==> src/rtl/riscv_dtm_dmi.sv <==
// RISC-V JTAG Debug Transport Module: IDCODE/DTMCS/DMI/BYPASS DRs plus a DMI request/response master.
// Optional macro RISCV_DTM_DMI_TIMEOUT_EN adds TIMEOUT_CYCLES and a watchdog on outstanding DMI accesses.
module riscv_dtm_dmi #(
  parameter logic [31:0] IDCODE    = 32'h1DEAD3FF,
  parameter int          IR_WIDTH  = 5,
  parameter int          ABITS     = 7,
  parameter int          IDLE_HINT = 1
`ifdef RISCV_DTM_DMI_TIMEOUT_EN
  ,
  parameter int          TIMEOUT_CYCLES = 255
`endif
) (
  input  logic                tck_i,
  input  logic                ntrst_i,
  input  logic                tdi_i,
  output logic                tdo_o,
  input  logic                capture_dr_i,
  input  logic                shift_dr_i,
  input  logic                update_dr_i,
  input  logic [IR_WIDTH-1:0] ir_i,
  output logic                dmi_req_valid_o,
  input  logic                dmi_req_ready_i,
  output logic [ABITS-1:0]    dmi_req_addr_o,
  output logic [31:0]         dmi_req_data_o,
  output logic [1:0]          dmi_req_op_o,
  input  logic                dmi_resp_valid_i,
  output logic                dmi_resp_ready_o,
  input  logic [31:0]         dmi_resp_data_i,
  input  logic                dmi_resp_err_i
);

  localparam int DMI_W = ABITS + 34;

  localparam logic [IR_WIDTH-1:0] IR_IDCODE = IR_WIDTH'(32'h01);
  localparam logic [IR_WIDTH-1:0] IR_DTMCS  = IR_WIDTH'(32'h10);
  localparam logic [IR_WIDTH-1:0] IR_DMI    = IR_WIDTH'(32'h11);

  localparam logic [5:0] ABITS_FIELD = 6'(ABITS);
  localparam logic [2:0] IDLE_FIELD  = (IDLE_HINT > 7) ? 3'd7 : 3'(IDLE_HINT);

  localparam logic [1:0] S_IDLE = 2'd0;
  localparam logic [1:0] S_REQ  = 2'd1;
  localparam logic [1:0] S_RESP = 2'd2;

  logic [31:0]      idcode_sr;
  logic [31:0]      dtmcs_sr;
  logic [DMI_W-1:0] dmi_sr;
  logic             bypass_sr;

  logic [1:0]       state_reg, state_next;
  logic [1:0]       sticky_err_reg, sticky_err_next;
  logic [ABITS-1:0] last_addr_reg, last_addr_next;
  logic [31:0]      last_data_reg, last_data_next;
  logic [ABITS-1:0] req_addr_reg, req_addr_next;
  logic [31:0]      req_data_reg, req_data_next;
  logic [1:0]       req_op_reg, req_op_next;

  logic sel_idcode, sel_dtmcs, sel_dmi;
  logic dmi_reset, dmi_hard_reset, dmi_start;

  assign sel_idcode = (ir_i == IR_IDCODE);
  assign sel_dtmcs  = (ir_i == IR_DTMCS);
  assign sel_dmi    = (ir_i == IR_DMI);

  assign dmi_hard_reset = update_dr_i && sel_dtmcs && dtmcs_sr[17];
  assign dmi_reset      = update_dr_i && sel_dtmcs && dtmcs_sr[16];
  assign dmi_start      = update_dr_i && sel_dmi && (sticky_err_reg == 2'd0) &&
                          ((dmi_sr[1:0] == 2'd1) || (dmi_sr[1:0] == 2'd2));

  always_comb begin
    tdo_o = bypass_sr;
    if (sel_idcode)     tdo_o = idcode_sr[0];
    else if (sel_dtmcs) tdo_o = dtmcs_sr[0];
    else if (sel_dmi)   tdo_o = dmi_sr[0];
  end

  always_ff @(posedge tck_i or negedge ntrst_i) begin
    if (!ntrst_i) begin
      idcode_sr <= '0;
      dtmcs_sr  <= '0;
      dmi_sr    <= '0;
      bypass_sr <= 1'b0;
    end else begin
      if (capture_dr_i) begin
        if (sel_idcode) idcode_sr <= IDCODE;
        if (sel_dtmcs)  dtmcs_sr  <= {14'b0, 3'b000, IDLE_FIELD, sticky_err_reg, ABITS_FIELD, 4'd1};
        // A capture while busy reports the busy code even though sticky_err only updates next cycle
        if (sel_dmi)    dmi_sr    <= {last_addr_reg, last_data_reg,
                                      (state_reg != S_IDLE) ? 2'd3 : sticky_err_reg};
        if (!sel_idcode && !sel_dtmcs && !sel_dmi) bypass_sr <= 1'b0;
      end else if (shift_dr_i) begin
        if (sel_idcode) idcode_sr <= {tdi_i, idcode_sr[31:1]};
        if (sel_dtmcs)  dtmcs_sr  <= {tdi_i, dtmcs_sr[31:1]};
        if (sel_dmi)    dmi_sr    <= {tdi_i, dmi_sr[DMI_W-1:1]};
        if (!sel_idcode && !sel_dtmcs && !sel_dmi) bypass_sr <= tdi_i;
      end
    end
  end

`ifdef RISCV_DTM_DMI_TIMEOUT_EN
  logic [31:0] timeout_cnt_reg;
  logic        timeout_hit;

  assign timeout_hit = (state_reg != S_IDLE) && (timeout_cnt_reg == 32'(TIMEOUT_CYCLES - 1));

  always_ff @(posedge tck_i or negedge ntrst_i) begin
    if (!ntrst_i)
      timeout_cnt_reg <= '0;
    else if ((state_next != state_reg) || (state_reg == S_IDLE))
      timeout_cnt_reg <= '0;
    else
      timeout_cnt_reg <= timeout_cnt_reg + 32'd1;
  end
`endif

  always_comb begin
    state_next      = state_reg;
    sticky_err_next = sticky_err_reg;
    last_addr_next  = last_addr_reg;
    last_data_next  = last_data_reg;
    req_addr_next   = req_addr_reg;
    req_data_next   = req_data_reg;
    req_op_next     = req_op_reg;

    case (state_reg)
      S_IDLE: begin
        if (dmi_start) begin
          state_next     = S_REQ;
          last_addr_next = dmi_sr[DMI_W-1:34];
          req_addr_next  = dmi_sr[DMI_W-1:34];
          req_data_next  = dmi_sr[33:2];
          req_op_next    = dmi_sr[1:0];
        end
      end
      S_REQ: begin
        if (dmi_req_ready_i) state_next = S_RESP;
      end
      S_RESP: begin
        if (dmi_resp_valid_i) begin
          state_next = S_IDLE;
          if (req_op_reg == 2'd1) last_data_next = dmi_resp_data_i;
          if (dmi_resp_err_i && (sticky_err_next == 2'd0)) sticky_err_next = 2'd2;
        end
      end
      default: state_next = S_IDLE;
    endcase

`ifdef RISCV_DTM_DMI_TIMEOUT_EN
    if (timeout_hit) begin
      state_next = S_IDLE;
      if (sticky_err_next == 2'd0) sticky_err_next = 2'd2;
    end
`endif

    if (capture_dr_i && sel_dmi && (state_reg != S_IDLE) && (sticky_err_next == 2'd0))
      sticky_err_next = 2'd3;

    // Hard reset abandons the access outright, so a response landing this cycle is dropped
    if (dmi_hard_reset) begin
      state_next      = S_IDLE;
      sticky_err_next = 2'd0;
      last_data_next  = last_data_reg;
    end else if (dmi_reset) begin
      sticky_err_next = 2'd0;
    end
  end

  always_ff @(posedge tck_i or negedge ntrst_i) begin
    if (!ntrst_i) begin
      state_reg      <= S_IDLE;
      sticky_err_reg <= 2'd0;
      last_addr_reg  <= '0;
      last_data_reg  <= '0;
      req_addr_reg   <= '0;
      req_data_reg   <= '0;
      req_op_reg     <= 2'd0;
    end else begin
      state_reg      <= state_next;
      sticky_err_reg <= sticky_err_next;
      last_addr_reg  <= last_addr_next;
      last_data_reg  <= last_data_next;
      req_addr_reg   <= req_addr_next;
      req_data_reg   <= req_data_next;
      req_op_reg     <= req_op_next;
    end
  end

  assign dmi_req_valid_o  = (state_reg == S_REQ);
  assign dmi_resp_ready_o = (state_reg == S_RESP);
  assign dmi_req_addr_o   = req_addr_reg;
  assign dmi_req_data_o   = req_data_reg;
  assign dmi_req_op_o     = req_op_reg;

endmodule

==> config.mk <==
export PLATFORM = sky130hd
export DESIGN_NAME = riscv_dtm_dmi
export DESIGN_NICKNAME = d
export VERILOG_FILES = /design/src/rtl/riscv_dtm_dmi.sv
export SDC_FILE = /design/constraint.sdc
export NUM_CORES = 1
export LEC_CHECK = 0
export BUFFER_PORTS_ARGS = -buffer_cell sky130_fd_sc_hd__buf_2
export CORE_MARGIN = 4
export CORE_UTILIZATION = 53
export CTS_CLUSTER_SIZE = 10
export DETAILED_ROUTE_END_ITERATION = 7
export GPL_TIMING_DRIVEN = 0
export PLACE_DENSITY_LB_ADDON = 0.3
export SLEW_MARGIN = 10
export SYNTH_ARGS = -nofsm -noshare
export SYNTH_HDL_FRONTEND = slang
export SYNTH_SLANG_ARGS = --single-unit
export TNS_END_PERCENT = 1
==> constraint.sdc <==
create_clock -name tck_i -period 1.6 [get_ports tck_i]
set_input_delay 0.08 -clock tck_i [delete_from_list [all_inputs] [get_ports tck_i]]
set_output_delay 0.08 -clock tck_i [all_outputs]
set_load 0.01 [all_outputs]
==> flow_summary.json, run 1 <==
{
  "outcome": "finished, violations left",
  "violations": "negative setup slack",
  "syn_area_per_cell_um2": 12.1,
  "ant_nets": 0,
  "largest-register": "dmi_sr",
  "drv_cap": 0,
  "cts_num_sinks": 183,
  "design.core.area_mm2": 0.0147,
  "worst-setup-path-type": "flip-flop to flip-flop",
  "grt_pass1_wl_um": 30800,
  "dpl.hpwl_um": 12300,
  "max-slew-margin-rel": 0.512,
  "dieArea_mm2": 0.0172,
  "setup_ws_ns": -0.0222,
  "peakVddDrop_uv": 766,
  "io_buffers": 86,
  "cts-buffers-inserted": 17,
  "post-route-drc-count": 0,
  "synth-seq-cells": 183,
  "dieHeight_um": 131,
  "skew_ns": 0.00837,
  "clockBufferDepth": 2,
  "drt-wirelength-per-cell_um": 18.3,
  "synth.yosys.seq_area_share": 0.571,
  "finalMaxSlewViolations": 0,
  "setup_tns_ns": -0.244,
  "max_freq_mhz": 616,
  "worstSetupEndpointType": "flip-flop",
  "worst_slew_pin_slew_ns": 0.729,
  "crit_arrival_ns": 1.93,
  "synth_ff_type": "dfrtp_1",
  "design_area_mm2": 0.00983,
  "htree_levels": 4,
  "rsz0062_at_grt": "yes",
  "placed_cells": 933,
  "period_share": 1.01,
  "syn_to_final_growth_pct": 22.5,
  "largest_reg_flops": 41,
  "path_clk_slew_ns": 0.06,
  "grt_pass1_vias": 6188,
  "cp.required_ns": 1.91,
  "slowest_stage": "dfrtp_1",
  "cts_tree": "done",
  "drt_wl_total_um": 18500,
  "hold_viol_final": 0,
  "crit_chain": "nor4b_4 > nand4_1 > buf_6 > buf_8 > mux2_2",
  "synthDistinctLibCells": 47,
  "avgViaCountPerCell": 5.97,
  "cts-root-buf": "clkbuf_16",
  "synthCells": 662,
  "power.density_mw_per_mm2": 1010,
  "io_pins": 90,
  "start_util": 0.546,
  "rows": 44,
  "worstHoldPathType": "primary input to flip-flop",
  "antenna_found_initial": 0,
  "grt_use_total": 0.227,
  "fin_hold_ws_ns": 0.0300,
  "overflow": 0,
  "diodes": 0,
  "dpl_cell_area_mm2": 0.00874,
  "nets": 858,
  "finalNonFillerCells": 1008,
  "cp_max_fo": 10,
  "synth-edff-count": 0,
  "grt_max_degree": 108,
  "cp-start-kind": "flip-flop",
  "fin_util": 0.669,
  "drtIter0Drc": 526,
  "n_fill_cell": 1066,
  "fin_crit_ns": 1.62,
  "first_pass_iters": 5,
  "syn_nets": 708,
  "vias": 6019,
  "setup_viol": 35,
  "cp_slowest_stage_delay_ns": 0.41,
  "final_layout_size_suffix_gt1_frac": 0.278,
  "clk_latency_ns": 0.43,
  "yosysWarningCount": 0,
  "die_x_um": 131,
  "synth_area_mm2": 0.00803,
  "async_flop_share": 1.00,
  "p_leak_uw": 0.00475,
  "gp_congestion": 0.838
}
layout by cell type (no fill, tap or decap), types with 3 or more instances in the layout:
| master | instances |
|---|---|
| a22o_1 | 21 |
| mux2_2 | 74 |
| nor2_1 | 38 |
| nand2_1 | 8 |
| mux2_4 | 3 |
| buf_8 | 6 |
| buf_2 | 89 |
| clkbuf_1 | 41 |
| buf_6 | 5 |
| a31oi_1 | 4 |
| nand4_1 | 5 |
| dlygate4sd3_1 | 36 |
| o32ai_1 | 37 |
| a211oi_1 | 6 |
| clkbuf_16 | 17 |
| o22a_1 | 5 |
| nand3_1 | 6 |
| nor3_1 | 43 |
| nor2b_1 | 9 |
| o21ai_0 | 6 |
| nor4b_4 | 3 |
| inv_1 | 59 |
| mux2i_1 | 24 |
| mux2_1 | 9 |
| buf_4 | 10 |
| a221oi_1 | 32 |
| dfrtp_1 | 182 |
| a21oi_1 | 6 |
cell usage after synthesis (all sizes together), types with 3 or more instances:
| cell | n | share of area |
|---|---|---|
| inv | 59 | 0.028 |
| nor3 | 44 | 0.029 |
| a221oi | 32 | 0.035 |
| o32ai | 38 | 0.041 |
| a31oi | 4 | 0.0031 |
| a22o | 21 | 0.023 |
| dfrtp | 183 | 0.57 |
| clkbuf | 41 | 0.019 |
| a211oi | 6 | 0.0056 |
| nand3 | 6 | 0.0037 |
| nor2 | 38 | 0.018 |
| nor2b | 10 | 0.0078 |
| mux2 | 86 | 0.12 |
| nand2 | 8 | 0.0037 |
| nor4b | 3 | 0.0059 |
| o21ai | 7 | 0.0044 |
| a21oi | 6 | 0.0037 |
| o22a | 5 | 0.0055 |
| nand4 | 5 | 0.0039 |
| mux2i | 24 | 0.030 |
| buf | 12 | 0.011 |
worst max-delay path, delay by kind of cell (launching register included):
kind          cells  cell delay, ns
mux               1            0.28
simple gates      2            0.45
flops             1            0.41
buf+inv           2            0.36
report_power, final:
| part | switching (uW) | leakage (uW) | internal [uW] | total, uW |
|---|---|---|---|---|
| clock network | 1670 | 0.000275 | 2380 | 4050 |
| registers | 181 | 0.00240 | 4870 | 5050 |
| logic | 474 | 0.00207 | 400 | 873 |
cell families after synthesis:
family | synth area share
DFF | 0.571
AOI/OAI and AO/OA | 0.139
and+or+nand+nor | 0.0812
buffers and inverters | 0.0578
muxes | 0.151
xor gates and xnor gates | 0.00109
area by class of cell:
type | instances | area, um^2 | share of cell area
flip-flops and latches | 183 | 4580 | 0.466
plain buffers | 53 | 303 | 0.0308
inverters | 59 | 221 | 0.0225
multi-input cells | 367 | 3040 | 0.309
clock inverters | 7 | 95.1 | 0.00967
clock buffers | 24 | 472 | 0.0480
repair buffers | 131 | 892 | 0.0907
well taps | 184 | 230 | 0.0234
metal layers:
metal,wire [um],vias up,part of all wire,GRT usage
met4,342,0,0.018,0.0847
met1,7770,3065,0.42,0.292
met5,0,-,0,0
li1,-,2743,-,-
met3,1040,27,0.056,0.0515
met2,9350,184,0.51,0.379
stage by stage:
step	power [uW]	worst slack (ns)
finish	9970	-0.0222
global route	10300	-0.111
CTS	10000	-0.0351
detailed placement	5900	-0.574
global placement	5830	-2.26
floorplan	5550	-0.0531
timing repair:
| item | 4_1_cts | 5_1_grt |
|---|---|---|
| endpoints found under the hold margin | 111 | 0 |
| gates resized for setup | 19 | 12 |
| gates cloned | 0 | 0 |
| pin swaps | 4 | 4 |
| buffers inserted | 8 | 0 |
| setup endpoints to repair | 78 | 117 |
| hold buffers | 36 | 0 |
worst paths after layout:
kind | from | endpoint | slack (ns) | cells after the start
max | sticky_err_reg[1]$_DFF_PN0_ | dmi_req_addr_o[1]$_DFFE_PN0P_ | -0.02 | 5
min | tdi_i | dtmcs_sr[31]$_DFFE_PN0P_ | 0.03 | 2
max reg2reg | sticky_err_reg[1]$_DFF_PN0_ | dmi_req_addr_o[1]$_DFFE_PN0P_ | -0.02 | 5
min reg2reg | idcode_sr[30]$_DFFE_PN0P_ | idcode_sr[30]$_DFFE_PN0P_ | 0.48 | 1
max in group asynchronous | ntrst_i | state_reg[0]$_DFFE_PN0P_ | 0.46 | 3
min in group asynchronous | ntrst_i | dtmcs_sr[8]$_DFFE_PN0P_ | 0.20 | 2
Note: power is estimated with default switching activity, not from simulation.
==> run 2, diff against run 1 <==
--- a/config.mk
+++ b/config.mk
@@ -14,2 +14,3 @@
 export PLACE_DENSITY_LB_ADDON = 0.3
+export SETUP_SLACK_MARGIN = 0.02
 export SLEW_MARGIN = 10
--- a/constraint.sdc
+++ b/constraint.sdc
@@ -3,2 +3,2 @@
 set_output_delay 0.08 -clock tck_i [all_outputs]
-set_load 0.01 [all_outputs]
+set_load 0.1 [all_outputs]
==> flow_summary.json, run 2 (synthesis gave the netlist of run 1 again) <==
{
  "outcome": "finished, violations left",
  "violations": "negative setup slack",
  "p_switching_uw": 2430,
  "dieArea_mm2": 0.0172,
  "cts-root-buf": "clkbuf_16",
  "post-route-drc-count": 0,
  "cp_slowest_stage_delay_ns": 0.43,
  "max-slew-margin-rel": 0.482,
  "drtIter0Drc": 524,
  "fin_crit_ns": 1.65,
  "crit_arrival_ns": 1.95,
  "diodes": 0,
  "antenna_found_initial": 0,
  "cp_max_fo": 10,
  "dieHeight_um": 131,
  "finalPower_uw": 10300,
  "skew_ns": 0.0113,
  "cp-start-kind": "flip-flop",
  "cts-buffers-inserted": 17,
  "min_to": "sticky_err_reg[1]$_DFF_PN0_",
  "dpl_cell_area_mm2": 0.00873,
  "setup_tns_ns": -1.14,
  "crit_family": "simple AND/OR/NAND/NOR gates",
  "overflow": 0,
  "io_pins": 90,
  "worst-setup-path-type": "flip-flop to flip-flop",
  "netSwitchingFraction": 0.236,
  "worst_slew_pin_slew_ns": 0.773,
  "rsz0062_at_grt": "yes",
  "p_comb_frac": 0.086,
  "period_share": 1.03,
  "layout_common_cells": "dfrtp_1 (181), buf_2 (87), mux2_2 (77)",
  "clockBufferDepth": 2,
  "vias": 6169,
  "drv_cap": 0,
  "worstHoldPathType": "primary input to flip-flop",
  "hp-start": "update_dr_i",
  "cts_num_sinks": 183,
  "clkPwrFrac": 0.422,
  "largest-register": "dmi_sr",
  "avgViaCountPerCell": 6.08,
  "reg2reg_to": "dmi_req_addr_o[1]$_DFFE_PN0P_",
  "die_x_um": 131,
  "io_buffers": 86,
  "design.core.area_mm2": 0.0147,
  "design_area_mm2": 0.00998,
  "n_fill_cell": 1037,
  "hold_viol_final": 0,
  "finalMaxSlewViolations": 0,
  "p_leak_uw": 0.00482,
  "path_clk_slew_ns": 0.07,
  "path_buf_inv": 2,
  "r2r-start": "sticky_err_reg[1]$_DFF_PN0_",
  "cts_tree": "done",
  "largest_reg_flops": 41,
  "htree_levels": 4,
  "first_pass_iters": 5,
  "grt_pass1_wl_um": 31300,
  "final_layout_size_suffix_gt1_frac": 0.291,
  "ant_nets": 0,
  "cp.required_ns": 1.90,
  "setup_ws_ns": -0.0487,
  "syn_to_final_growth_pct": 24.3,
  "worstSetupEndpointType": "flip-flop",
  "seq_power_share": 0.491,
  "hold_depth": 4,
  "gp_congestion": 0.850,
  "nets": 864,
  "layout_commonest_cell": "dfrtp_1",
  "grt_use_total": 0.233,
  "ff2ff_path_depth": 5,
  "setup_viol": 40,
  "rrSetupSlack_ns": -0.05,
  "peakVddDrop_uv": 783,
  "rows": 44,
  "clk_latency_ns": 0.43,
  "grt_max_degree": 114,
  "start_util": 0.546,
  "slowest_stage": "dfrtp_2",
  "grt_pass1_vias": 6200,
  "dpl.hpwl_um": 12300,
  "power.density_mw_per_mm2": 1030,
  "drt_wl_total_um": 19300,
  "intPower_uw": 7850,
  "max_freq_mhz": 607,
  "drt-wirelength-per-cell_um": 19.0,
  "crit_chain": "nor4b_4 > nand4_1 > buf_6 > buf_8 > mux2_2"
}
==> run 2: worst register-to-register path: stages (launching register included) <==
cell and delay, ns:
dfrtp_2 0.43, nor4b_4 0.30, nand4_1 0.15, buf_6 0.21, buf_8 0.16, mux2_2 0.28
==> run 2: repair_timing <==
action | 4_1_cts | 5_1_grt
resized for setup | 27 | 12
buffers inserted | 9 | 3
endpoints found under the hold margin | 105 | 0
gates cloned | 0 | 2
hold buffers | 37 | 0
setup endpoints to repair | 82 | 84
pin swaps | 5 | 3
==> run 2: metal layers <==
| metal | global-route usage | wire length (um) | vias up |
|---|---|---|---|
| met3 | 0.0506 | 1130 | 34 |
| li1 | - | - | 2746 |
| met5 | 0 | 0 | - |
| met2 | 0.389 | 9800 | 254 |
| met4 | 0.0841 | 386 | 0 |
| met1 | 0.302 | 8000 | 3135 |
==> run 2: final cells by class <==
class                   count  area (um^2)  share of cell area
flip-flops and latches    183         4580               0.459
multi-input cells         367         3030               0.304
repair buffers            138          987              0.0990
clock buffers              21          470              0.0472
plain buffers              52          312              0.0312
well taps                 184          230              0.0231
inverters                  59          221              0.0222
clock inverters            11          144              0.0144
==> run 2: how the worst max path moves through the flow <==
| stage | start | endpoint | slack (ns) | depth (start not counted) |
|---|---|---|---|---|
| final | sticky_err_reg[1]$_DFF_PN0_ | dmi_req_addr_o[1]$_DFFE_PN0P_ | -0.05 | 5 |
| after global routing | sticky_err_reg[1]$_DFF_PN0_ | dmi_req_data_o[15]$_DFFE_PN0P_ | -0.09 | 5 |
| after CTS | dtmcs_sr[17]$_DFFE_PN0P_ | last_data_reg[26]$_DFFE_PN0P_ | -0.02 | 4 |
| after global placement | ntrst_i | dmi_req_data_o[11]$_DFFE_PN0P_ | -2.28 | 1 |
| after floorplan | dmi_req_op_o[0]$_DFFE_PN0P_ | last_data_reg[7]$_DFFE_PN0P_ | -0.29 | 3 |
| after detailed placement | ir_i[1] | dmi_req_data_o[15]$_DFFE_PN0P_ | -0.60 | 5 |
==> run 2: power groups by stage <==
stage	clock network (uW)	logic [uW]	registers (uW)
6_report	4340	889	5050
5_1_grt	4590	990	5080
4_1_cts	4390	888	5050
3_5_place_dp	0	782	5130
3_3_place_gp	0	730	5120
2_1_floorplan	0	499	5070
==> run 2: metrics by stage <==
step,worst slack (ns),cells,utilization,hold slack [ns]
5_1_grt,-0.0918,1015,0.679,0.120
3_5_place_dp,-0.604,933,0.594,0.0714
6_report,-0.0487,1015,0.679,0.101
4_1_cts,-0.0166,1010,0.673,0.0493
2_1_floorplan,-0.293,662,-,-0.216
3_3_place_gp,-2.28,932,0.592,0.294
